`src/rtl/sevenseg_scan_driver.sv`:
```
// Multiplexed seven-segment display driver: scans NUM_DIGITS digits onto a shared
// segment bus with inter-digit blanking, brightness PWM, digit mask and frame tick.
module sevenseg_scan_driver #(
    parameter int unsigned NUM_DIGITS     = 4,
    parameter int unsigned DWELL_CYCLES   = 100000,
    parameter int unsigned BLANK_CYCLES   = 1000,
    parameter bit          SEG_ACTIVE_LOW = 1'b1,
    parameter bit          AN_ACTIVE_LOW  = 1'b1
) (
    input  logic                    clk,
    input  logic                    rst_n,
    input  logic                    enable,
    input  logic [NUM_DIGITS*7-1:0] digit_segments,
    input  logic [NUM_DIGITS-1:0]   digit_dp,
    input  logic [NUM_DIGITS-1:0]   digit_mask,
    input  logic [3:0]              brightness,
    output logic [6:0]              segments,
    output logic                    dp,
    output logic [NUM_DIGITS-1:0]   anodes,
    output logic                    frame_tick
);

    localparam int unsigned CNT_MAX = (DWELL_CYCLES > BLANK_CYCLES) ? DWELL_CYCLES : BLANK_CYCLES;
    localparam int unsigned CNT_W   = (CNT_MAX > 1) ? $clog2(CNT_MAX) : 1;
    localparam int unsigned IDX_W   = (NUM_DIGITS > 1) ? $clog2(NUM_DIGITS) : 1;
    localparam int unsigned ON_W    = $clog2(DWELL_CYCLES + 1);

    localparam logic [CNT_W-1:0]      DWELL_LAST = CNT_W'(DWELL_CYCLES - 1);
    localparam logic [CNT_W-1:0]      BLANK_LAST = CNT_W'(BLANK_CYCLES - 1);
    localparam logic [IDX_W-1:0]      IDX_LAST   = IDX_W'(NUM_DIGITS - 1);
    localparam logic [6:0]            SEG_OFF    = {7{SEG_ACTIVE_LOW}};
    localparam logic                  DP_OFF     = SEG_ACTIVE_LOW;
    localparam logic [NUM_DIGITS-1:0] AN_OFF     = {NUM_DIGITS{AN_ACTIVE_LOW}};

    typedef enum logic [1:0] {
        IDLE,
        BLANK,
        DRIVE
    } state_t;

    state_t state, state_d;

    logic [CNT_W-1:0]      cnt, cnt_d;
    logic [IDX_W-1:0]      idx, idx_d;
    logic                  latch;
    logic                  drive_on;
    logic                  tick_d;

    logic [6:0]            lat_seg;
    logic                  lat_dp;
    logic                  lat_mask;
    logic [ON_W-1:0]       lat_on;

    logic [NUM_DIGITS-1:0] sel;
    logic [NUM_DIGITS-1:0] anodes_d;
    logic [6:0]            segments_d;
    logic                  dp_d;

    always_ff @(posedge clk or negedge rst_n) begin
        if (!rst_n) begin
            state <= IDLE;
        end else begin
            state <= state_d;
        end
    end

    // Pin values are derived from the current state and registered, so the pins
    // trail the state by one cycle; dropping enable forces them dark immediately.
    always_comb begin
        state_d  = state;
        cnt_d    = cnt;
        idx_d    = idx;
        latch    = 1'b0;
        drive_on = 1'b0;
        tick_d   = 1'b0;
        if (!enable) begin
            state_d = IDLE;
            cnt_d   = '0;
            idx_d   = '0;
        end else begin
            case (state)
                IDLE: begin
                    state_d = BLANK;
                    cnt_d   = '0;
                    idx_d   = '0;
                end
                BLANK: begin
                    if (cnt == BLANK_LAST) begin
                        state_d = DRIVE;
                        cnt_d   = '0;
                        latch   = 1'b1;
                    end else begin
                        cnt_d = cnt + 1'b1;
                    end
                end
                DRIVE: begin
                    drive_on = lat_mask && (ON_W'(cnt) < lat_on);
                    if (cnt == DWELL_LAST) begin
                        state_d = BLANK;
                        cnt_d   = '0;
                        tick_d  = (idx == IDX_LAST);
                        idx_d   = (idx == IDX_LAST) ? '0 : idx + 1'b1;
                    end else begin
                        cnt_d = cnt + 1'b1;
                    end
                end
                default: begin
                    state_d = IDLE;
                    cnt_d   = '0;
                    idx_d   = '0;
                end
            endcase
        end
    end

    always_comb begin
        sel = '0;
        for (int unsigned i = 0; i < NUM_DIGITS; i++) begin
            sel[i] = (32'(idx) == i);
        end
    end

    always_comb begin
        anodes_d   = AN_OFF;
        segments_d = SEG_OFF;
        dp_d       = DP_OFF;
        if (drive_on) begin
            anodes_d   = AN_OFF ^ sel;
            segments_d = SEG_OFF ^ lat_seg;
            dp_d       = DP_OFF ^ lat_dp;
        end
    end

    always_ff @(posedge clk or negedge rst_n) begin
        if (!rst_n) begin
            cnt        <= '0;
            idx        <= '0;
            lat_seg    <= '0;
            lat_dp     <= 1'b0;
            lat_mask   <= 1'b0;
            lat_on     <= '0;
            anodes     <= AN_OFF;
            segments   <= SEG_OFF;
            dp         <= DP_OFF;
            frame_tick <= 1'b0;
        end else begin
            cnt        <= cnt_d;
            idx        <= idx_d;
            anodes     <= anodes_d;
            segments   <= segments_d;
            dp         <= dp_d;
            frame_tick <= tick_d;
            // Slot contents and on-time are frozen at DRIVE entry.
            if (latch) begin
                lat_seg  <= digit_segments[32'(idx) * 7 +: 7];
                lat_dp   <= digit_dp[idx];
                lat_mask <= digit_mask[idx];
                lat_on   <= ON_W'(((32'(brightness) + 32'd1) * DWELL_CYCLES) >> 4);
            end
        end
    end

endmodule

```
`config.mk`:
```
export PLATFORM = sky130hd
export DESIGN_NAME = sevenseg_scan_driver
export DESIGN_NICKNAME = d
export VERILOG_FILES = /design/src/rtl/sevenseg_scan_driver.sv
export SDC_FILE = /design/constraint.sdc
export NUM_CORES = 1
export LEC_CHECK = 0
export ABC_AREA = 0
export CELL_PAD_IN_SITES_DETAIL_PLACEMENT = 1
export CELL_PAD_IN_SITES_GLOBAL_PLACEMENT = 1
export CORE_ASPECT_RATIO = 1.1
export CORE_MARGIN = 2
export CORE_UTILIZATION = 43
export DETAILED_ROUTE_END_ITERATION = 7
export PLACE_DENSITY_LB_ADDON = 0.1
export SYNTH_ARGS = -nofsm -noshare
export SYNTH_HDL_FRONTEND = slang
export SYNTH_SLANG_ARGS = --single-unit
```
`constraint.sdc`:
```
create_clock -name clk -period 3.1 [get_ports clk]
set_input_delay 0.775 -clock clk [delete_from_list [all_inputs] [get_ports clk]]
set_output_delay 0.775 -clock clk [all_outputs]
set_load 0.02 [all_outputs]
```
Word level (Yosys, flattened, before mapping) --
Index checks and enable logic that the tools add are counted. Widths: inputs -> output; s select.
Storage, ports and cells: latch bits 0, output and inout bits 13, bits in writable memories 0, bits of input ports 43, register bits after elaboration 59, bits in read-only memories 0, word-level logic and storage cells 64, memories 0
Cells by class: multipliers 2, equality and inequality tests 10, shifts and indexed selects 1, bitwise logic cells 3, muxes and demuxes 27, divide/modulo/power cells 0, reductions and logical operators 5, magnitude comparators 2, add/subtract/negate cells 3
Operators by type and width (count):
- $mux 17 | 3
- $pmux 17 s2 | 1
- $shiftx 28x6->7 | 1
- $add 17x1->17 const B | 1
- $eq 17x10->1 const B | 1
- $eq 17x17->1 const B | 1
- $lt 17x17->1 | 1
- $mul 5x12->16 const B | 1
- $mux 2 | 6
- $mux 1 | 11
- $mux 7 | 1
- $not 7->7 | 1
- $eq 2x2->1 const B | 3
- $ne 3x3->1 const B | 2
- $pmux 2 s3 | 1
- $add 4x1->5 const B | 1
- $mul 2x3->5 const B | 1
- $bmux 1 s2 | 2
- $eq 2x1->1 const B | 2
- $logic_not 2->1 | 2
- $mux 4 | 1
- $not 4->4 | 1
- $pmux 2 s2 | 1
- $reduce_and 2->1 | 2
- 5 further kinds | 5

Depth between registers and ports, before layout --
Gate-level depths: netlist of the first run.
word-level depth 5, depth in mapped cells 13, mapped depth without buffers 13

Worst setup path before layout of the first run --
No wires, ideal clock.
path type input port to flip-flop, start input brightness[0], end register lat_on[15], setup time 0.080 ns, buffers on the path 0, arrival time 3.752 ns, required time 3.020 ns, stages 13, path slack -0.733 ns, path through ha_1 > xor2_1 > ha_1 > xnor2_1 > ha_1 > a21o_1 > ha_1 > ha_1 > and4b_1 > a211oi_1 > nor3_1 > or4_4 > o211ai_2
On the way: word-level cells in the longest chain between the ends 2
Ends and longest elaborated chain:
- start, declared | line 16 | input logic [3:0] brightness,
- $add 4x1->5 | line 158 | lat_on <= ON_W'(((32'(brightness) + 32'd1) * DWELL_CYCLES) >> 4);
- $mul 5x12->16 | line 158
- end signal, assigned | line 158
- end, declared | line 52 | logic [ON_W-1:0] lat_on;
Every way passes these cells. A chain may end at the register's enable or synchronous reset.

Worst setup path after layout of the first run --
start input brightness[1], end register lat_on[16]
Same word-level chain as after synthesis.

==> impl_metrics.ini, run 1 <==
[route]
ant_nets = 0
dr.pass1.iters = 4
drc = 0
wl_per_cell_um = 19.6
postRouteWirelength_um = 12100
vias = 3477
drtIter0Drc = 146
viasPerCell = 5.61

[sta]
setup_viol = 8
layout_setup_ws_ns = -0.247
finalCriticalPeriod_ns = 3.35
timing.slew.headroom = 0.388
maxSlewViolCount = 0
finalHoldViolCount = 0
fmax_mhz = 299
finClkSkew_ns = 0.0136
period_share = 1.08
worstMarginPinSlew_ns = 0.917
grt_setup_unrepaired = true

[pwr]
power_leakage_nw = 2.41
power_density_nw_per_um2 = 417
irDropWorstVdd_uv = 264

[hold_path]
worst_hold_path_type = in -> async

[clocking]
cts.sinks = 59
clock_latency_ns = 0.35
cts_buffers = 9
tritoncts = yes
clk_pin_slew_ns = 0.07
cts_root_buf = clkbuf_8
max-clock-path-buffers = 2
h-tree-depth = 3

[global_routing]
grt_start_max_net_pins = 25
gr-total-overflow = 0
grt_pass1_vias = 3955
grt_usage = 0.240
grt_pass1_wl_um = 19700
antenna_found_initial = 0

[placed_design]
gp_congestion = 0.776
placed_cell_area_um2 = 5110
placed_cells = 596
place_hpwl_um = 8610
numPortBuffers = 55

[yosys]
synth_edf_count = 0
synthCells = 402
netlist_area_um2 = 4070
synth_flop_cell = dfrtp_1
synth_warnings = 0
synth_cell_type_count = 48
synth_async_sr_flop_share = 1.00
avgSynthCellArea_um2 = 10.1
ys_seq_elements = 59
ys_seq_area_frac = 0.367
syn-num-nets = 502

[worst_setup_path]
cp.arrival_ns = 3.59
endpoint_kind = flip-flop
cp.required_ns = 3.35
crit_type = in -> reg
crit_fanout = 5
startpoint_type = input pin

[layout]
postLayoutCellArea_um2 = 5580
nFillCells = 1020
diodes = 0
final_cell_mix = clkdlybuf4s50_1 (50), dfrtp_1 (47), buf_4 (44)
areaGrowthSynthToFinish_pct = 37.1
final_cell_count_no_fill = 620
drive_above_1_share = 0.256
final_nets = 598
mostFrequentLayoutCell = clkdlybuf4s50_1

[run]
drv_cap = 0

[floorplan]
core_area_um2 = 9260
start_util = 0.439
die_w_um = 96.7
die_h_um = 106
pin_count = 56
row_count = 37
die_area_um2 = 10300

[status]
outcome = finished with violations
violations = setup timing
## cell type report
cell class / count / area [µm²] / area share
Clock buffer: 15 / 176 / 0.0316
Clock inverter: 1 / 30.0 / 0.00539
Inverter: 31 / 119 / 0.0213
Multi-Input combinational cell: 296 / 2710 / 0.486
Sequential cell: 59 / 1490 / 0.268
Tap cell: 117 / 146 / 0.0263
Timing Repair Buffer: 101 / 902 / 0.162
## cell families (layout without fill, tap and decap cells)
| logic type | count (synthesis) | count (layout) | synth area share |
|---|---|---|---|
| AND/OR/NAND/NOR | 126 | 126 | 0.166 |
| AO/OA/AOI/OAI | 67 | 67 | 0.111 |
| flip-flops | 59 | 59 | 0.367 |
| adder cells (fa/ha/maj) | 57 | 57 | 0.177 |
| buffers and inverters | 47 | 148 | 0.0446 |
| XOR/XNOR | 28 | 28 | 0.0603 |
| multiplexers | 18 | 18 | 0.0744 |
## state kept, by name, summed over array words and instances (netlist names)
| name | flops |
|---|---|
| segments | 7 |
| lat_on | 16 |
| lat_mask | 1 |
| lat_seg | 7 |
| lat_dp | 1 |
| frame_tick | 1 |
| cnt | 17 |
| state | 2 |
| dp | 1 |
| idx | 2 |
| anodes | 4 |
## worst paths after layout
check                                   from                     end  slack [ns]  cells past startpoint
max                            brightness[1]  lat_on[16]$_DFFE_PN0P_       -0.25                     14
min                                    rst_n        cnt[3]$_DFF_PN0_        0.35                      1
max reg2reg                cnt[13]$_DFF_PN0_       cnt[16]$_DFF_PN0_        0.66                      4
min reg2reg                 cnt[0]$_DFF_PN0_        cnt[0]$_DFF_PN0_        0.47                      1
max in group asynchronous              rst_n   segments[0]$_DFF_PN1_        2.05                      2
min in group clk            cnt[0]$_DFF_PN0_        cnt[0]$_DFF_PN0_        0.47                      1
## what timing repair did
action,in CTS,in global routing
resized for setup,34,19
setup buffers,3,5
endpoints found under the setup margin,11,8
hold buffers,0,0
pin swaps,21,15
## stage by stage
stage | total power [W] | worst slack, ns | util | hold slack [ns] | TNS [ns]
CTS | 0.00224 | -0.176 | 0.587 | 0.354 | -0.562
global placement | 0.00142 | -0.985 | 0.552 | 0.433 | -8.34
global route | 0.00244 | -0.321 | 0.602 | 0.371 | -1.79
finish | 0.00233 | -0.247 | 0.602 | 0.349 | -1.20
floorplan | 0.00119 | -0.268 | - | 0.419 | -1.10
detailed placement | 0.00145 | -1.15 | 0.552 | 0.444 | -9.68
## layer usage
layer | GRT usage | up-vias | share of wire
met5 | 0 | - | 0
met4 | 0.0674 | 0 | 0.016
met3 | 0.0506 | 17 | 0.032
met2 | 0.445 | 68 | 0.54
met1 | 0.278 | 1742 | 0.41
li1 | - | 1650 | -
## worst max-delay path, cell delays in order
cell      delay, ns
buf_8          0.11
ha_4           0.17
xor2_4         0.24
ha_4           0.21
xnor2_4        0.09
ha_4           0.16
a21o_1         0.19
ha_4           0.18
ha_4           0.25
a21o_4         0.23
a311oi_4       0.33
nor3_2         0.10
o31a_1         0.30
o31ai_1        0.24
## synthesized netlist by cell type (9+ instances only)
library cell	instances	area, µm²
ha_1	56	701
dfrtp_1	47	1180
nand2_1	34	128
inv_1	31	116
nor2_1	29	109
xnor2_1	20	175
o21ai_0	18	90.1
and4_1	14	123
a21oi_1	12	60.1
a32oi_1	12	105
dfstp_2	12	315
clkbuf_1	11	41.3
nand4_1	11	68.8
mux4_2	9	203
## report_power, final
| part | switching, W | internal, W |
|---|---|---|
| Clock | 0.000305 | 0.000439 |
| Sequential | 0.0000132 | 0.000784 |
| Combinational | 0.000379 | 0.000405 |
| Total | 0.000697 | 0.00163 |
Note: power is estimated with default switching activity, not from simulation.
==> inputs of run 2 (changes only) <==
SETUP_SLACK_MARGIN = 0.15   (was unset)
==> impl_metrics.ini, run 2 (synthesized netlist as in run 1, its figures left out) <==
[status]
outcome = finished with violations
violations = setup timing

[route]
drtIter0Drc = 125
vias = 3480
drc = 0
dr.pass1.iters = 4
ant_nets = 0
wl_per_cell_um = 19.5
postRouteWirelength_um = 12100
viasPerCell = 5.61

[sta]
layout_setup_ws_ns = -0.248
period_share = 1.08
maxSlewViolCount = 0
finClkSkew_ns = 0.0140
timing.slew.headroom = 0.385
worstMarginPinSlew_ns = 0.922
setup_viol = 8
fin_setup_tns_ns = -1.18
fmax_mhz = 299
grt_setup_unrepaired = true
finalCriticalPeriod_ns = 3.35
finalHoldViolCount = 0

[layout]
register_area_um2 = 1490
multi_input_area_um2 = 2710
nFillCells = 1020
drive_above_1_share = 0.256
final_cell_mix = clkdlybuf4s50_1 (50), dfrtp_1 (47), buf_4 (44)
regMostFlops = cnt
largest_reg_flops = 17
final_nets = 598
mostFrequentLayoutCell = clkdlybuf4s50_1
diodes = 0
reg_top3 = cnt x17, lat_on x16
areaGrowthSynthToFinish_pct = 37.1

[clocking]
tritoncts = yes
cts.sinks = 59
cts_root_buf = clkbuf_8
h-tree-depth = 3
clock_latency_ns = 0.35
cts_buffers = 9
max-clock-path-buffers = 2
clk_pin_slew_ns = 0.07
hold_buffers = 0

[placed_design]
post-place-ws_ns = -1.15
gp_congestion = 0.776
place_hpwl_um = 8610
numPortBuffers = 55

[pwr]
p_sw_frac = 0.300
power_leakage_nw = 2.41
seq_power_share = 0.343
switchingPower_w = 0.000699
p_int_w = 0.00163
combPwrFrac = 0.337
pwr-share-clk = 0.320
irDropWorstVdd_uv = 264
power_density_nw_per_um2 = 417

[floorplan]
row_count = 37
die_h_um = 106
die_w_um = 96.7
die_area_um2 = 10300
pin_count = 56
core_area_um2 = 9260
start_util = 0.439

[global_routing]
grt_pass1_wl_um = 19700
grt_start_max_net_pins = 25
grt_usage = 0.240
grt_pass1_vias = 3956
antenna_found_initial = 0
gr-total-overflow = 0

[worst_setup_path]
cp.required_ns = 3.35
crit_type = in -> reg
crit_fanout = 5
max_stage_delay_ns = 0.33
crit_chain = buf_8 -> ha_4 -> xor2_4 -> ha_4 -> xnor2_4 -> ha_4 -> a21o_1 -> ha_4 -> ha_4 -> a21o_4 -> a311oi_4 -> nor3_2 -> o31a_1 -> o31ai_1
endpoint_kind = flip-flop
startpoint_type = input pin
critical_path_buf_inv_count = 1
critPathSlowestCell = a311oi_4
path_common_cell = ha_4
crit_family = compound AO/OA/AOI/OAI gates
cp.arrival_ns = 3.60

[run]
drv_cap = 0

[hold_path]
worst_hold_path_type = in -> async
[run 2: routing by layer]
metal	track usage	part of all wire	up-vias
met3	0.0506	0.032	17
met1	0.278	0.41	1744
met2	0.445	0.54	70
li1	-	-	1649
met5	0	0	-
met4	0.0674	0.016	0
[run 2: worst register-to-register path, cell delays in order, from the launching register on]
cell and delay [ns]:
dfrtp_1 0.45, or4_4 0.59, o41ai_1 0.59, a21o_1 0.55
nor2_1 0.12
[run 2: worst paths after layout]
kind                                   start                      to  slack [ns]  cells after the start
min in group clk            cnt[0]$_DFF_PN0_        cnt[0]$_DFF_PN0_        0.47                      1
max                            brightness[1]  lat_on[16]$_DFFE_PN0P_       -0.25                     14
min reg2reg                 cnt[0]$_DFF_PN0_        cnt[0]$_DFF_PN0_        0.47                      1
max reg2reg                cnt[13]$_DFF_PN0_       cnt[16]$_DFF_PN0_        0.66                      4
min                                    rst_n        cnt[3]$_DFF_PN0_        0.35                      1
max in group asynchronous              rst_n   segments[0]$_DFF_PN1_        2.05                      2
[run 2: stage by stage]
stage | area, µm² | hold WS, ns | total power [W] | utilization | std cells
after floorplan | 4190 | 0.419 | 0.00119 | - | 402
after global placement | 5110 | 0.433 | 0.00142 | 0.552 | 596
after detailed placement | 5110 | 0.444 | 0.00145 | 0.552 | 596
after CTS | 5440 | 0.354 | 0.00224 | 0.587 | 615
after global routing | 5580 | 0.371 | 0.00244 | 0.602 | 620
final | 5580 | 0.350 | 0.00233 | 0.602 | 620
[run 2: power by group through the flow]
stage	sequential [W]	combinational [W]	clock [W]
after CTS	0.000797	0.000689	0.000759
after floorplan	0.000808	0.000382	0
after global placement	0.000809	0.000607	0
after detailed placement	0.000811	0.000640	0
after global routing	0.000799	0.000851	0.000793
final	0.000797	0.000784	0.000746
[run 2: final cells by class]
type / count / area share
clock inverters: 1 / 0.00539
multi-input cells: 296 / 0.486
clock buffers: 15 / 0.0316
well taps: 117 / 0.0263
flip-flops and latches: 59 / 0.268
repair buffers: 101 / 0.162
inverters: 31 / 0.0213
[run 2: what timing repair did]
action | in CTS | in global routing
gates resized for setup | 35 | 18
pin swaps | 22 | 12
buffers inserted | 3 | 5
setup endpoints to repair | 11 | 9
==> inputs of run 3 (changes only) <==
CORE_ASPECT_RATIO = unset   (was 1.1)
==> impl_metrics.ini, run 3 (synthesized netlist as in run 1, its figures left out) <==
[route]
vias = 3495
ant_nets = 0
postRouteWirelength_um = 12100
dr.pass1.iters = 4
wl_per_cell_um = 19.6
viasPerCell = 5.69
drc = 0
drtIter0Drc = 68

[sta]
setup_viol = 8
finalHoldViolCount = 0
fmax_mhz = 299
worstMarginPinSlew_ns = 0.886
period_share = 1.08
timing.slew.headroom = 0.409
maxSlewViolCount = 0
grt_setup_unrepaired = true
finClkSkew_ns = 0.00827
finalCriticalPeriod_ns = 3.35
fin_setup_tns_ns = -1.58
layout_setup_ws_ns = -0.248

[layout]
postLayoutCellArea_um2 = 5570
register_area_um2 = 1490
regMostFlops = cnt
multi_input_area_um2 = 2720
final_nets = 598
utilization = 0.606
reg_top3 = cnt x17, lat_on x16
mostFrequentLayoutCell = clkdlybuf4s50_1
final_cell_count_no_fill = 614
final_cell_mix = clkdlybuf4s50_1 (50), dfrtp_1 (47), buf_4 (42)
areaGrowthSynthToFinish_pct = 36.9
drive_above_1_share = 0.262
largest_reg_flops = 17
nFillCells = 1005
diodes = 0

[clocking]
tritoncts = yes
clock_latency_ns = 0.34
cts.sinks = 59
cts_buffers = 9
max-clock-path-buffers = 2
cts_root_buf = clkbuf_8
clk_pin_slew_ns = 0.07
h-tree-depth = 3

[pwr]
power_density_nw_per_um2 = 415
power_leakage_nw = 2.43
irDropWorstVdd_uv = 296

[floorplan]
row_count = 35
die_w_um = 101
pin_count = 56
start_util = 0.442
die_h_um = 101
die_area_um2 = 10300
core_area_um2 = 9200

[run]
drv_cap = 0

[global_routing]
grt_usage = 0.246
gr-total-overflow = 0
grt_pass1_wl_um = 19600
grt_pass1_vias = 3831
antenna_found_initial = 0
grt_start_max_net_pins = 25

[worst_setup_path]
endpoint_kind = flip-flop
crit_type = in -> reg
startpoint_type = input pin
r2r_cells = 4
crit_fanout = 5
cp.required_ns = 3.36
cp.arrival_ns = 3.61

[status]
violations = setup timing
outcome = finished with violations

[placed_design]
numPortBuffers = 55
post-place-ws_ns = -1.11
place_hpwl_um = 8310
placed_cell_area_um2 = 5100
gp_congestion = 0.772
placed_cells = 590

[hold_path]
worst_hold_path_type = in -> async
## run 3: cell count changes in the layout (fill, tap and decap cells not counted), sizes merged
cell         before  now
clkbuf           15   12
clkinv            0    3
clkinvlp          0    1
dlygate4sd2       1    0
## run 3: what timing repair did
item | in CTS | in global routing
hold buffers | 0 | 0
buffers inserted | 8 | 0
pin swaps | 16 | 17
resized for setup | 38 | 19
endpoints found under the setup margin | 11 | 10
## run 3: routing by layer
metal  global-route usage  routed length, µm  up-vias
li1                     -                  -     1647
met1                0.290               4930     1737
met2                0.460               6400       84
met3               0.0386                484       27
met4               0.0748                249        0
met5                    0                  0        -
## run 3: report_power, final
| group | internal (W) | switching (W) | total (W) |
|---|---|---|---|
| registers | 0.000784 | 0.0000146 | 0.000799 |
| logic | 0.000416 | 0.000388 | 0.000804 |
| clock network | 0.000389 | 0.000318 | 0.000707 |
## run 3: critical path: stages
cell and delay (ns):
buf_8 0.11, ha_4 0.17, xor2_4 0.25, ha_4 0.22
xnor2_4 0.08, ha_4 0.17, a21o_1 0.18, ha_4 0.26
ha_4 0.27, and4b_2 0.24, a211oi_4 0.31, nor3_2 0.08
or4_4 0.42, o211ai_2 0.07
## run 3: layout make-up
cell class | instances | share of cell area
multi-input combinational | 296 | 0.489
sequential | 59 | 0.268
timing repair buffer | 101 | 0.163
clock buffer | 11 | 0.0254
tap | 111 | 0.0249
inverter | 31 | 0.0209
clock inverter | 5 | 0.00943
## run 3: per-stage QoR
stage,total power [W],hold slack [ns]
3_5_place_dp,0.00145,0.452
3_3_place_gp,0.00142,0.430
5_1_grt,0.00243,0.385
2_1_floorplan,0.00119,0.419
6_report,0.00231,0.366
4_1_cts,0.00225,0.363
## run 3: path summary, 6_finish.rpt
kind / startpoint / end / slack [ns]
max: brightness[1] / lat_on[15]$_DFFE_PN0P_ / -0.25
min: rst_n / frame_tick$_DFF_PN0_ / 0.37
max reg2reg: cnt[13]$_DFF_PN0_ / cnt[10]$_DFF_PN0_ / 0.75
min reg2reg: lat_seg[5]$_DFFE_PN0P_ / segments[5]$_DFF_PN1_ / 0.46
max in group asynchronous: rst_n / segments[3]$_DFF_PN1_ / 2.04
min in group clk: lat_seg[5]$_DFFE_PN0P_ / segments[5]$_DFF_PN1_ / 0.46
